`config.mk`:
```
export PLATFORM = sky130hd
export DESIGN_NAME = riscv_fetch_queue
export DESIGN_NICKNAME = d
export VERILOG_FILES = /design/src/rtl/riscv_fetch_queue.sv
export SDC_FILE = /design/constraint.sdc
export NUM_CORES = 1
export LEC_CHECK = 0
export CELL_PAD_IN_SITES_DETAIL_PLACEMENT = 0
export CELL_PAD_IN_SITES_GLOBAL_PLACEMENT = 1
export CORE_MARGIN = 4
export CORE_UTILIZATION = 42
export DETAILED_ROUTE_END_ITERATION = 12
export GPL_TIMING_DRIVEN = 0
export PLACE_DENSITY_LB_ADDON = 0.25
export SETUP_SLACK_MARGIN = 0.2
export SYNTH_ARGS = -nofsm -noshare
export SYNTH_HDL_FRONTEND = slang
export SYNTH_SLANG_ARGS = --single-unit
```
`constraint.sdc`:
```
create_clock -name clk -period 2.9 [get_ports clk]
set_input_delay 0.435 -clock clk [delete_from_list [all_inputs] [get_ports clk]]
set_output_delay 0.435 -clock clk [all_outputs]
set_load 0.1 [all_outputs]
```
`src/rtl/riscv_fetch_queue.sv`:
```
// Instruction-fetch front end: credit-limited pipelined icache requests feeding a
// DEPTH-entry PC-tagged prefetch queue, with redirect flush and stale-response discard.
module riscv_fetch_queue #(
   parameter int          DEPTH        = 4,
   parameter logic [31:0] RESET_VECTOR = 32'h0000_0000
) (
   input  logic        clk,
   input  logic        rst_n,
   output logic        icache_addr_valid,
   output logic [31:0] icache_addr,
   input  logic        icache_addr_ready,
   input  logic        icache_data_ready,
   input  logic [31:0] icache_data,
   input  logic        redirect_valid,
   input  logic [31:0] redirect_target,
   output logic        instr_valid,
   output logic [31:0] instr,
   output logic [31:0] instr_pc,
   input  logic        instr_ready
);

   localparam int          CW      = $clog2(DEPTH + 1);
   localparam int          PW      = $clog2(DEPTH);
   localparam logic [CW:0] DEPTH_C = (CW + 1)'(DEPTH);

   logic [31:0]   fetch_pc;
   logic [31:0]   resp_pc;
   logic [CW-1:0] count;
   logic [CW-1:0] outstanding;
   logic [CW-1:0] drop_cnt;
   logic [PW-1:0] head;
   logic [PW-1:0] tail;
   logic [31:0]   mem_instr [DEPTH];
   logic [31:0]   mem_pc    [DEPTH];

   logic [31:0]   target_pc;
   logic [CW:0]   credit_used;
   logic          accept;
   logic          enq;
   logic          deq;
   logic          queue_empty;
   logic          unused_target_bits;

   assign target_pc          = {redirect_target[31:2], 2'b00};
   assign unused_target_bits = ^redirect_target[1:0];

   // Buffered words are about to be flushed in a redirect cycle, so only in-flight ones hold credit.
   assign credit_used = (redirect_valid ? {(CW + 1){1'b0}} : {1'b0, count}) + {1'b0, outstanding};

   assign icache_addr_valid = rst_n & (credit_used < DEPTH_C);
   assign icache_addr       = redirect_valid ? target_pc : fetch_pc;
   assign accept            = icache_addr_valid & icache_addr_ready;

   assign queue_empty = (count == '0);
   assign instr_valid = ~queue_empty & ~redirect_valid;
   assign instr       = queue_empty ? 32'h0000_0013 : mem_instr[head];
   assign instr_pc    = queue_empty ? resp_pc : mem_pc[head];

   assign enq = icache_data_ready & ~redirect_valid & (drop_cnt == '0);
   assign deq = instr_valid & instr_ready;

   always_ff @(posedge clk or negedge rst_n) begin
      if (!rst_n) begin
         fetch_pc    <= RESET_VECTOR;
         resp_pc     <= RESET_VECTOR;
         count       <= '0;
         outstanding <= '0;
         drop_cnt    <= '0;
         head        <= '0;
         tail        <= '0;
      end else begin
         if (accept) begin
            fetch_pc <= icache_addr + 32'd4;
         end else if (redirect_valid) begin
            fetch_pc <= target_pc;
         end

         outstanding <= outstanding + CW'(accept) - CW'(icache_data_ready);

         if (redirect_valid) begin
            // Everything in flight before this cycle belongs to the old path.
            count    <= '0;
            head     <= '0;
            tail     <= '0;
            resp_pc  <= target_pc;
            drop_cnt <= outstanding - CW'(icache_data_ready);
         end else begin
            if (icache_data_ready && (drop_cnt != '0)) begin
               drop_cnt <= drop_cnt - CW'(1);
            end
            if (enq) begin
               tail    <= tail + PW'(1);
               resp_pc <= resp_pc + 32'd4;
            end
            if (deq) begin
               head <= head + PW'(1);
            end
            count <= count + CW'(enq) - CW'(deq);
         end
      end
   end

   always_ff @(posedge clk) begin
      if (enq) begin
         mem_instr[tail] <= icache_data;
         mem_pc[tail]    <= resp_pc;
      end
   end

endmodule

```
==> run summary <==
Final Max Tran Viols - 0
Wire per inst - 19.95 um
Area leader, netlist - edfxtp_1
Critical path class - primary input to flop
GRT overflow - 0
Gr usage total - 0.1794
Synth area leaders - edfxtp_1, dfrtp_1, mux4_2
Most frequent cells after synthesis - edfxtp_1, nand2_1, dfrtp_1
H-tree lvl count - 2
Unrepaired setup endpoints after global routing - true
P per Cell Area - 1040 nW/um^2
Pleak - 6.744 nW
Root buffer cell - clkbuf_16
F_max - 368.8 MHz
Worst setup EP type - flop
Placement Setup Slack - -1431 ps
Ys Warns - 0
Pwr Total - 18.90 mW
Status - finished, final reports clean
Layout cells sized above 1 - 0.2910
CTS tree - done
CTS Buf Count - 36
Most common cell in the synthesized netlist - edfxtp_1
Layout area overhead - 27.46%
Dpl hpwl - 21.90 mm
Initial antenna violation count - 1
Die span in y - 192.3 um
Clock sink count - 323
Slew @ Worst Pin - 990.9 ps
Clk pin slew, worst setup/hold paths - 60 ps
Setup crit start kind - primary input
Initial DRC count - 464
Req. time, crit path - 3290 ps
Vias per cell - 5.116
Die width - 192.3 um
Syn_area_per_cell - 15.14 um^2
IO buf count - 163
Synth Flop Type - edfxtp_1
Non-filler cells, final - 1,644
Vias in the first global route - 8,797
Drt total wl - 32.80 mm
Max IR drop VDD - 0.8984 mV
Cells after synthesis - 942
Seq/Total Area, Yosys - 0.6538
I/O pin cnt - 168
Die footprint - 36,970 um^2
Clk_lat worst skew - 510 ps
Number of flops mapped to enable cells by yosys - 248
Synth Cell Area - 14,260 um^2
Synth unique cells - 60
Final hold violation count - 0
FFs w/ async S/R, synth - 0.2322
# Max-Cap Violations - 0
Fin crit share - 0.9350
CP max FO - 4
Final setup viols - 0
Clock Skew - 8.590 ps
Placer congestion estimate - 0.7762
Row cnt - 67
DP Cell Count - 1,559
Number of inserted diodes - 0
Worst hold path class - primary input to async pin
WP data arrival - 3100 ps
Worst hold margin - 28.56 ps
Setup total negative slack - 0 ps
Global-route wire length before repair - 51.17 mm
Initial DRT Pass Iterations - 5
Flops & latches, synth - 323
Vias - 8,411
Largest net degree at the start of global routing - 60
Rel. slew slack - 0.3420
Synth top area share - 0.5222
Core area - 33,530 um^2
Final #Nets - 1,260
Tmin final - 2711 ps
Routed Antenna Nets - 0
Maximum buffer depth of the clock tree - 3
Initial core utilization - 0.4253
Final setup margin - 188.6 ps
Post-detailed-route DRC marker count - 0
## cell type report
cell class,count,area [um^2]
inverter,35,133.9
sequential,323,9326
timing repair buffer,192,1924
clock inverter,17,116.4
multi-input combinational,540,4750
tap,448,560.5
buffer,44,421.7
clock buffer,45,944.7
fill,2781,15350
## kinds of logic after synthesis
kind of cell | Yosys count | synth area share
other cells | 1 | 0.0002630
buf+inv | 80 | 0.02579
fa+ha+maj | 18 | 0.01685
flops | 323 | 0.6538
simple gates | 314 | 0.1234
xor+xnor | 66 | 0.04053
compound gates | 56 | 0.02474
mux | 84 | 0.1147
## layer usage
layer | part of all wire | routed length (um) | track usage
met2 | 0.47 | 15390 | 0.2921
met4 | 0.024 | 796 | 0.04663
met5 | 0.00058 | 19 | 0
met3 | 0.055 | 1816 | 0.03491
met1 | 0.45 | 14780 | 0.2504
## state kept, by name, indices dropped and copies added, names as in the netlist
register,count
count,3
drop_cnt,3
fetch_pc,32
head,2
mem_instr,128
mem_pc,120
outstanding,3
resp_pc,30
tail,2
## report_power, final
group          leakage [nW]  switching (mW)  internal [mW]
sequential             3.15           0.240           5.27
clock                 0.524            1.75           2.40
combinational          3.07            6.72           2.53
total                  6.74            8.71           10.2
## timing repair
item	CTS	global route
pin swaps	8	3
endpoints found under the setup margin	167	66
hold endpoints to repair	16	0
resized for setup	513	54
setup buffers	13	8
hold buffers	2	0
gates cloned	1	0
## worst paths after layout
path                            slack, ps           start  depth (start not counted)             end
min in group clk                      350  redirect_valid                          3    fetch_pc[13]
max in group asynchronous            1880           rst_n                          2     resp_pc[22]
worst min-delay path                   30           rst_n                          3    fetch_pc[28]
worst max-delay path                  190  redirect_valid                         19  outstanding[2]
worst min register to register        510     fetch_pc[0]                          1     fetch_pc[0]
worst max register to register        230        count[2]                         14  outstanding[2]
## layout by cell type (no fill, tap or decap), types with 10 or more instances in the layout
master	synthesis	final
clkdlybuf4s15_2	0	19
xnor2_1	31	30
clkbuf_16	0	36
edfxtp_1	248	248
nand4_1	18	18
clkbuf_1	21	13
dlygate4sd2_1	0	11
buf_4	5	63
nor2_1	21	19
o21ai_0	32	21
clkdlybuf4s50_1	0	65
nand3_1	14	14
inv_1	35	32
buf_2	12	11
mux4_2	62	62
buf_6	3	15
mux2_2	12	12
nand2_1	149	146
dfrtp_1	75	73
buf_12	0	10
ha_1	16	12
xor2_1	35	35
clkbuf_4	0	11
and2_1	39	34
## stage by stage
step,cell area [um^2],utilization
floorplan,14400,-
global placement,16600,0.4949
detailed placement,16730,0.4989
CTS,18020,0.5373
global route,18180,0.5421
finish,18180,0.5421
## worst max-delay path, stage by stage
cell and delay [ps]:
buf_8 110, buf_12 120, buf_12 120, buf_8 110, buf_8 120, buf_8 120, nor2b_4 120, ha_4 210
nor4b_4 230, and3_4 240, buf_6 110, inv_4 30, ha_4 200, inv_2 60, ha_4 110, inv_2 30
fa_2 360, xnor2_2 140, xnor2_1 120
(Power assumes the default switching activity.)
